[src/rtl/mdu_seq_ctrl.sv]
// Iterative RV32M multiply/divide sequencer: one shift-add or restoring-divide step per cycle.
// Optional `MDU_EARLY_OUT_EN: divide-by-zero, DIV overflow and zero MUL operands finish at capture.
module mdu_seq_ctrl #(
  parameter int XLEN  = 32,
  parameter int CNT_W = $clog2(XLEN) + 1
) (
  input  logic            i_clk,
  input  logic            i_rst_n,
  input  logic            i_flush,
  input  logic            i_stall,
  input  logic            i_e,
  input  logic [2:0]      i_op,
  input  logic            i_w32,
  input  logic [XLEN-1:0] i_src1,
  input  logic [XLEN-1:0] i_src2,
  output logic            o_valid,
  output logic [XLEN-1:0] o_dest,
  output logic            o_busy
);

  typedef enum logic [1:0] {
    S_IDLE = 2'd0,
    S_CALC = 2'd1,
    S_DONE = 2'd2
  } state_t;

  localparam logic [XLEN-1:0]   ZERO    = {XLEN{1'b0}};
  localparam logic [XLEN-1:0]   ONES    = {XLEN{1'b1}};
  localparam logic [XLEN-1:0]   MINV    = {1'b1, {(XLEN-1){1'b0}}};
  localparam logic [CNT_W-1:0]  CNT_ONE = {{(CNT_W-1){1'b0}}, 1'b1};
  localparam logic [CNT_W-1:0]  CNT_LST = CNT_W'(XLEN - 1);

  state_t              r_state;
  logic [CNT_W-1:0]    r_cnt;
  logic [2:0]          r_op;
  logic [XLEN-1:0]     r_opnd;
  logic [2*XLEN-1:0]   r_acc;
  logic                r_neg;
  logic                r_spec;
  logic [XLEN-1:0]     r_spec_val;

  logic                w_s1_sgn, w_s2_sgn, w_neg1, w_neg2, w_neg_cap;
  logic [XLEN-1:0]     w_mag1, w_mag2;
  logic                w_div0, w_ovf, w_mulz, w_spec;
  logic [XLEN-1:0]     w_spec_val;
  logic [XLEN:0]       w_msum, w_rsh, w_rdiff;
  logic [2*XLEN-1:0]   w_mstep, w_dstep, w_step, w_prod;
  logic [XLEN-1:0]     w_dval, w_dres, w_res;
  logic                w_unused;

  assign w_unused = i_w32;

  // Operand signedness per funct3
  always_comb begin
    w_s1_sgn = 1'b0;
    w_s2_sgn = 1'b0;
    case (i_op)
      3'd1, 3'd4, 3'd6: begin
        w_s1_sgn = 1'b1;
        w_s2_sgn = 1'b1;
      end
      3'd2:    w_s1_sgn = 1'b1;
      default: begin
        w_s1_sgn = 1'b0;
        w_s2_sgn = 1'b0;
      end
    endcase
  end

  assign w_neg1    = w_s1_sgn & i_src1[XLEN-1];
  assign w_neg2    = w_s2_sgn & i_src2[XLEN-1];
  assign w_mag1    = w_neg1 ? -i_src1 : i_src1;
  assign w_mag2    = w_neg2 ? -i_src2 : i_src2;
  // Remainder follows the dividend sign; products and quotients follow the sign product
  assign w_neg_cap = (i_op[2] & i_op[1]) ? w_neg1 : (w_neg1 ^ w_neg2);

  assign w_div0 = i_op[2] & (i_src2 == ZERO);
  assign w_ovf  = i_op[2] & ~i_op[0] & (i_src1 == MINV) & (i_src2 == ONES);
  assign w_mulz = ~i_op[2] & ((i_src1 == ZERO) | (i_src2 == ZERO));
  assign w_spec = w_div0 | w_ovf;

  // Forced results for divide-by-zero and signed overflow
  always_comb begin
    if (w_div0) begin
      w_spec_val = i_op[1] ? i_src1 : ONES;
    end else if (w_ovf) begin
      w_spec_val = i_op[1] ? ZERO : MINV;
    end else begin
      w_spec_val = ZERO;
    end
  end

  // r_acc holds {partial product, remaining multiplier} or {remainder, dividend/quotient}
  assign w_msum  = {1'b0, r_acc[2*XLEN-1:XLEN]} + (r_acc[0] ? {1'b0, r_opnd} : {(XLEN+1){1'b0}});
  assign w_mstep = {w_msum, r_acc[XLEN-1:1]};
  assign w_rsh   = {r_acc[2*XLEN-1:XLEN], r_acc[XLEN-1]};
  assign w_rdiff = w_rsh - {1'b0, r_opnd};
  assign w_dstep = w_rdiff[XLEN] ? {w_rsh[XLEN-1:0], r_acc[XLEN-2:0], 1'b0}
                                 : {w_rdiff[XLEN-1:0], r_acc[XLEN-2:0], 1'b1};
  assign w_step  = r_op[2] ? w_dstep : w_mstep;

  assign w_prod = r_neg ? -w_step : w_step;
  assign w_dval = r_op[1] ? w_step[2*XLEN-1:XLEN] : w_step[XLEN-1:0];
  assign w_dres = r_neg ? -w_dval : w_dval;

  // Final result selection from the last step
  always_comb begin
    if (r_spec) begin
      w_res = r_spec_val;
    end else if (r_op[2]) begin
      w_res = w_dres;
    end else if (r_op[1:0] == 2'd0) begin
      w_res = w_prod[XLEN-1:0];
    end else begin
      w_res = w_prod[2*XLEN-1:XLEN];
    end
  end

  // Sequencer FSM with registered outputs
  always_ff @(posedge i_clk) begin
    if (!i_rst_n || i_flush) begin
      r_state    <= S_IDLE;
      r_cnt      <= {CNT_W{1'b0}};
      r_op       <= 3'd0;
      r_opnd     <= ZERO;
      r_acc      <= {(2*XLEN){1'b0}};
      r_neg      <= 1'b0;
      r_spec     <= 1'b0;
      r_spec_val <= ZERO;
      o_valid    <= 1'b0;
      o_busy     <= 1'b0;
      if (!i_rst_n) begin
        o_dest <= ZERO;
      end
    end else begin
      case (r_state)
        S_IDLE: begin
          if (i_e) begin
            r_op       <= i_op;
            r_opnd     <= i_op[2] ? w_mag2 : w_mag1;
            r_acc      <= {ZERO, (i_op[2] ? w_mag1 : w_mag2)};
            r_neg      <= w_neg_cap;
            r_spec     <= w_spec;
            r_spec_val <= w_spec_val;
            r_cnt      <= {CNT_W{1'b0}};
            o_busy     <= 1'b1;
`ifdef MDU_EARLY_OUT_EN
            if (w_spec || w_mulz) begin
              o_dest  <= w_spec_val;
              o_valid <= 1'b1;
              r_state <= S_DONE;
            end else begin
              r_state <= S_CALC;
            end
`else
            r_state <= S_CALC;
`endif
          end else begin
            r_state <= S_IDLE;
          end
        end
        S_CALC: begin
          r_acc <= w_step;
          r_cnt <= r_cnt + CNT_ONE;
          if (r_cnt == CNT_LST) begin
            o_dest  <= w_res;
            o_valid <= 1'b1;
            r_state <= S_DONE;
          end else begin
            r_state <= S_CALC;
          end
        end
        S_DONE: begin
          if (!i_stall) begin
            o_valid <= 1'b0;
            o_busy  <= 1'b0;
            r_state <= S_IDLE;
          end else begin
            r_state <= S_DONE;
          end
        end
        default: begin
          o_valid <= 1'b0;
          o_busy  <= 1'b0;
          r_state <= S_IDLE;
        end
      endcase
    end
  end

endmodule

[config.mk]
export PLATFORM = sky130hd
export DESIGN_NAME = mdu_seq_ctrl
export DESIGN_NICKNAME = d
export VERILOG_FILES = /design/src/rtl/mdu_seq_ctrl.sv
export SDC_FILE = /design/constraint.sdc
export NUM_CORES = 1
export LEC_CHECK = 0
export ABC_AREA = 1
export CAP_MARGIN = 20
export CORE_UTILIZATION = 49
export DETAILED_ROUTE_END_ITERATION = 12
export PLACE_DENSITY = 0.67
export REMOVE_ABC_BUFFERS = 1
export SYNTH_ARGS = -nofsm -noshare
export SYNTH_HDL_FRONTEND = slang
export SYNTH_SLANG_ARGS = --single-unit
[constraint.sdc]
create_clock -name i_clk -period 5.4 [get_ports i_clk]
set_clock_uncertainty 0.05 [all_clocks]
set_input_delay 1.08 -clock i_clk [delete_from_list [all_inputs] [get_ports i_clk]]
set_output_delay 1.08 -clock i_clk [all_outputs]
set_load 0.005 [all_outputs]
==> After elaboration in Yosys (flattened, before gate mapping) <==
Index checks and enable logic that the tools add are counted.
{ "word_totals": {"regBits": 175, "elab_cells": 95} }
{ "classes": {"n_bitwise": 12, "n_eq_ne": 13, "add_sub_neg": 7, "n_reduce_logical": 15, "mux": 37} }
{ "op_table": {"columns": ["operator", "count"], "rows": [
  ["$mux 32", 18],
  ["$mux 64", 4],
  ["$pmux 64 s2", 1],
  ["$neg 32->32", 3],
  ["$eq 32x32->1 const B", 2],
  ["$neg 64->64", 1],
  ["$add 32x32->33", 1],
  ["$sub 33x32->33", 1],
  ["$logic_not 32->1", 1],
  ["$pmux 6 s2", 1],
  ["$reduce_and 3->1", 3],
  ["$ne 2x2->1 const B", 4],
  ["$and 1x1->1", 7],
  ["$mux 1", 7],
  ["$add 6x1->6 const B", 1],
  ["$eq 3x3->1 const B", 2],
  ["$eq 6x5->1 const B", 1],
  ["$mux 6", 1],
  ["$pmux 1 s3", 2],
  ["$pmux 2 s3", 1],
  ["$reduce_bool 2->1", 3],
  ["$logic_not 2->1", 2],
  ["$mux 2", 2],
  ["$reduce_and 2->1", 2],
  ["other kinds (11)", 13]
]} }

==> Logic depth before layout (Yosys ltp) <==
{ "depth": {"depth_word": 11, "mapped_depth": 40, "ltp_nobuf": 40} }

==> Worst setup path after synthesis <==
No wires, ideal clock.
{ "synth_path": {"path_kind": "reg2reg", "from": "register r_acc[31]", "to": "register o_dest[26] (data pin)", "required_ns": 5.101, "period_less_slack_ns": 4.224, "setup_time_ns": 0.249, "t_arrival_ns": 3.925, "slack_ns": 1.176, "stages_incl_launch_ff": 37, "cell_sequence": "dfxtp_1 -> inv_1 -> ha_1 -> fa_1 -> inv_1 -> nand2_1 -> nand2_1 -> nand3_1 -> nand2_1 -> nand2_1 -> nand2_1 -> nand2_2 -> nand3_2 -> nand2_4 -> nand2_4 -> nand2_2 -> inv_1 -> ha_1 -> nand3_1 -> nor2_1 -> nand2_1 -> inv_1 -> nand3_1 -> nor2_1 -> nand2_1 -> nor2_2 -> nand3_1 -> clkinv_1 -> nand2_1 -> nor2_2 -> nand3_1 -> a21oi_1 -> o21ai_1 -> nand2_1 -> nand3_1 -> nand2_1 -> inv_1"} }
{ "synth_via": {"elab_chain_len": 11, "elab_cells_between_ends": 14, "cone_classes": "3 x add/sub; 11 x mux"} }
{ "synth_lines": {"columns": ["item", "line_no", "source"], "rows": [
  ["start, declared", "37", "logic [2*XLEN-1:0] r_acc;"],
  ["start signal, assigned", "126", "r_acc <= {(2*XLEN){1'b0}};"],
  ["start signal, assigned", "141", "r_acc <= {ZERO, (i_op[2] ? w_mag1 : w_mag2)};"],
  ["start signal, assigned", "163", "r_acc <= w_step;"],
  ["$sub 33x32->33", "97", "assign w_rdiff = w_rsh - {1'b0, r_opnd};"],
  ["$mux 64", "98", "assign w_dstep = w_rdiff[XLEN] ? {w_rsh[XLEN-1:0], r_acc[XLEN-2:0], 1'b0}"],
  ["$mux 64 (*)", "100", "assign w_step = r_op[2] ? w_dstep : w_mstep;"],
  ["$neg 64->64 or $mux 32 (tied branches)", "102, 103", null],
  ["$mux 64 or $neg 32->32 (tied branches)", "102, 104", null],
  ["$mux 32, on equally long branches", "112, 104", null],
  ["$mux 32 (*)", "110", "end else if (r_op[2]) begin"],
  ["$mux 32 (*)", "108", "if (r_spec) begin"],
  ["$mux 32 (*)", "165", "if (r_cnt == CNT_LST) begin"],
  ["$mux 32 (*)", "136", "case (r_state)"],
  ["$mux 32 (*)", "121", "if (!i_rst_n || i_flush) begin"],
  ["end signal, assigned", "166", "o_dest <= w_res;"],
  ["end, declared", "17", "output logic [XLEN-1:0] o_dest,"]
]} }
Every way passes the cells marked *; elsewhere a longest branch is shown, timed or not. The select of a mux whose other input is x is not followed.
A chain may end at the register's enable or synchronous reset.

==> Final worst setup path <==
{ "layout_path": {"from": "register r_opnd[20]", "to": "register o_dest[24] (data pin)"} }
{ "layout_via": {"elab_chain_len": 11, "elab_cells_between_ends": 16, "cone_classes": "4 x add/sub; 12 x mux"} }
{ "layout_lines": {"columns": ["item", "line_no", "source"], "rows": [
  ["start, declared", "36", "logic [XLEN-1:0] r_opnd;"],
  ["start signal, assigned", "140", "r_opnd <= i_op[2] ? w_mag2 : w_mag1;"],
  ["$sub 33x32->33 or $mux 32 (tied branches)", "97, 94", null],
  ["$mux 64 or $add 32x32->33 (tied branches)", "98, 94", null],
  ["$mux 64 (*)", "100", null],
  ["$neg 64->64 or $mux 32 (tied branches)", "102, 103", null],
  ["$mux 64 or $neg 32->32 (tied branches)", "102, 104", null],
  ["$mux 32, on equally long branches", "112, 104", null],
  ["$mux 32 (*)", "110", null],
  ["$mux 32 (*)", "108", null],
  ["$mux 32 (*)", "165", null],
  ["$mux 32 (*)", "136", null],
  ["$mux 32 (*)", "121", null]
]} }
Marks and branches as above.

==> flow_metrics.env <==
export IMPL_port_buffers=105
export IMPL_synth_distinct_cells=59
export IMPL_yosysTopAreaCell="nand2_1"
export IMPL_n_fill_cell=4055
export IMPL_slew_viol_final=0
export IMPL_yosys_warnings=0
export IMPL_synth_edf_count=32
export IMPL_max_cap_violations=0
export IMPL_r2r_cells=35
export IMPL_critPathMaxStageDelay_ns=0.53
export IMPL_grt_use_total_pct=42.3
export IMPL_num_rows=72
export IMPL_vias=23800
export IMPL_design_area_mm2=0.0217
export IMPL_nNetsFinal=3623
export IMPL_yosys_top_cells_count="nand2_1, inv_1, nor2_1"
export IMPL_synth_top_area_share_pct=21.9
export IMPL_worstSetupPathType="reg -> reg"
export IMPL_hold_path_class="reg -> reg"
export IMPL_ant_nets=0
export IMPL_placedInstanceArea_mm2=0.0210
export IMPL_cts_buffers=17
export IMPL_cts_tree="yes"
export IMPL_ys_top_cells_by_area="nand2_1, dfxtp_1, inv_1, nand3_1, nor2_1"
export IMPL_cp_slowest_cell="dfxtp_1"
export IMPL_synth_ff_type="dfxtp_1"
export IMPL_synth_cell_area_mm2=0.0193
export IMPL_seqCellArea_mm2=0.00383
export IMPL_clkTransAtPathRegs_ns=0.07
export IMPL_hold_slack_ns=0.410
export IMPL_cts_sinks=175
export IMPL_multiInputGateArea_mm2=0.0133
export IMPL_initial_utilization_pct=49.8
export IMPL_grt_pass1_wl_mm=130
export IMPL_synth_avg_cell_area_um2=5.66
export IMPL_die_h_um=201
export IMPL_critPathLaunchType="register"
export IMPL_drt_wl_total_mm=86.5
export IMPL_synth_most_common_cell="nand2_1"
export IMPL_endpoint_kind="register"
export IMPL_netlist_instances=3416
export IMPL_cp_common_cell="nand2_1"
export IMPL_grt_ovfl_total=0
export IMPL_io_pin_count=107
export IMPL_dpl_hpwl_mm=66.6
export IMPL_synth_async_reset_ratio_pct=0
export IMPL_peakVddDrop_mv=0.247
export IMPL_drive_above_1_share_pct=6.30
export IMPL_worst_slew_pin_slew_ns=1.11
export IMPL_clk_latency_ns=0.49
export IMPL_place_ws_ns=0.168
export IMPL_dieArea_mm2=0.0403
export IMPL_r2r_setup_slack_ns=0.32
export IMPL_clockRootBuffer="clkbuf_16"
export IMPL_hold_violations=0
export IMPL_cts_max_path_buffers=2
export IMPL_required_ns=5.58
export IMPL_route_detailed_drc=0
export IMPL_gp_congestion=1.01
export IMPL_min_path_cells=2
export IMPL_htreeDepth=4
export IMPL_fin_crit_ns=5.08
export IMPL_antennaDiodeCount=0
export IMPL_antenna_found_initial=0
export IMPL_arrival_ns=5.26
export IMPL_final_cells=4009
export IMPL_core_region_area_mm2=0.0388
export IMPL_ys_ff_latch=175
export IMPL_finalSetupViolations=0
export IMPL_hold_buffers=0
export IMPL_max_freq_ghz=0.197
export IMPL_finalCritPeriodShare_pct=94.0
export IMPL_area_delta_synth_final_pct=12.2
export IMPL_die_width_um=201
export IMPL_p_leak_nw=10.7
export IMPL_grt_pass1_vias=21900
export IMPL_dr_first_iter_drc_count=3403
export IMPL_grt_max_degree=80
export IMPL_relSlewSlack_pct=26.0
export IMPL_vias_per_cell=5.94
export IMPL_setup_ws_ns=0.322
export IMPL_status="completed"
export IMPL_power_density_mw_per_mm2=207
export IMPL_critPathMaxFanout=5
export IMPL_routedWlPerCell_um=21.6
export IMPL_yosysSeqAreaShare_pct=19.8
export IMPL_dp_cells=3972
export IMPL_dr_pass1_iters=9
export IMPL_fin_util_pct=55.9
export IMPL_totalNegativeSetupSlack_ns=0
export IMPL_p_total_mw=4.50
[final timing paths]
path / start / end
worst max-delay path: r_opnd[20]$_SDFFE_PP0P_ / o_dest[24]$_SDFFCE_PP0P_
worst min-delay path: o_valid$_SDFFE_PP0P_ / o_valid$_SDFFE_PP0P_
worst min register to register: o_valid$_SDFFE_PP0P_ / o_valid$_SDFFE_PP0P_
worst max register to register: r_opnd[20]$_SDFFE_PP0P_ / o_dest[24]$_SDFFCE_PP0P_
[where the power goes]
group	leakage [nW]	switching [mW]	total, mW	internal, mW
clock	0.270	0.638	1.28	0.644
sequential	1.49	0.0276	1.39	1.37
combinational	8.96	1.27	1.82	0.552
total	10.7	1.94	4.50	2.56
[flip-flops by register name (all words and copies together), names as in the netlist]
signal,flops
r_acc,64
r_neg,1
r_cnt,6
r_spec,1
r_op,3
r_state,2
o_valid,1
o_busy,1
r_opnd,32
o_dest,32
r_spec_val,32
[logic make-up (layout without fill, tap and decap cells)]
group / count (synthesis) / after routing / share of synthesized area, %
buffers and inverters: 596 / 671 / 12.1
DFF: 175 / 175 / 19.8
AOI/OAI and AO/OA: 546 / 546 / 16.5
xor gates and xnor gates: 103 / 103 / 4.66
and+or+nand+nor: 1924 / 1924 / 42.2
adders and majority gates: 72 / 72 / 4.74
[cells in the final DEF (no fill, tap or decap), types with 5 or more instances in the layout]
cell type        count
a21oi_1            215
a21oi_2              5
a221oi_1            15
a22oi_1              9
a31oi_1             16
buf_4               69
clkbuf_16           17
clkdlybuf4s50_1    105
clkinv_1             5
dfxtp_1            141
edfxtp_1            32
ha_1                69
inv_1              448
inv_2                8
nand2_1           1126
nand2_2             29
nand2_4              5
nand3_1            252
nand3_2             13
nand3b_1            30
nand4_1             49
nor2_1             322
nor2_2              22
nor2_4               8
nor3_1              34
nor4_1              13
o2111ai_1            9
o211ai_1            39
o21a_1               8
o21ai_0            148
o21ai_1             11
o21bai_1             7
o221ai_1            12
o22ai_1             21
o31ai_1             10
or2_2               12
xnor2_1             33
xor2_1              70
[final cells by class]
class                      instances  area share, %
tap                              518           2.99
clock buffer                      18           1.98
multi-input combinational       2645           61.1
clock inverter                    14          0.606
sequential                       175           17.6
inverter                         461           7.98
timing repair buffer             178           7.67
[critical path: cells and delay by family (launching register included)]
family | cells | cell delay (ns)
AOI/OAI and AO/OA | 2 | 0.60
and+or+nand+nor | 27 | 2.70
DFF | 1 | 0.53
adders and majority gates | 2 | 0.54
buffers and inverters | 4 | 0.38
[timing repair]
item,CTS,global route
endpoints found under the setup margin,0,15
endpoints found under the hold margin,0,0
setup buffers,0,2
resized for setup,0,9
[metal layers]
metal	vias to the layer above	share of wire (%)	wire length, um	GRT usage [%]
li1	11200	-	-	-
met1	10900	42	36700	57.9
met2	1465	41	35500	62.4
met3	252	11	9290	8.23
met4	0	5.8	5000	22.7
met5	-	0	0	0
No activity file was read; power rests on OpenSTA's default activity.
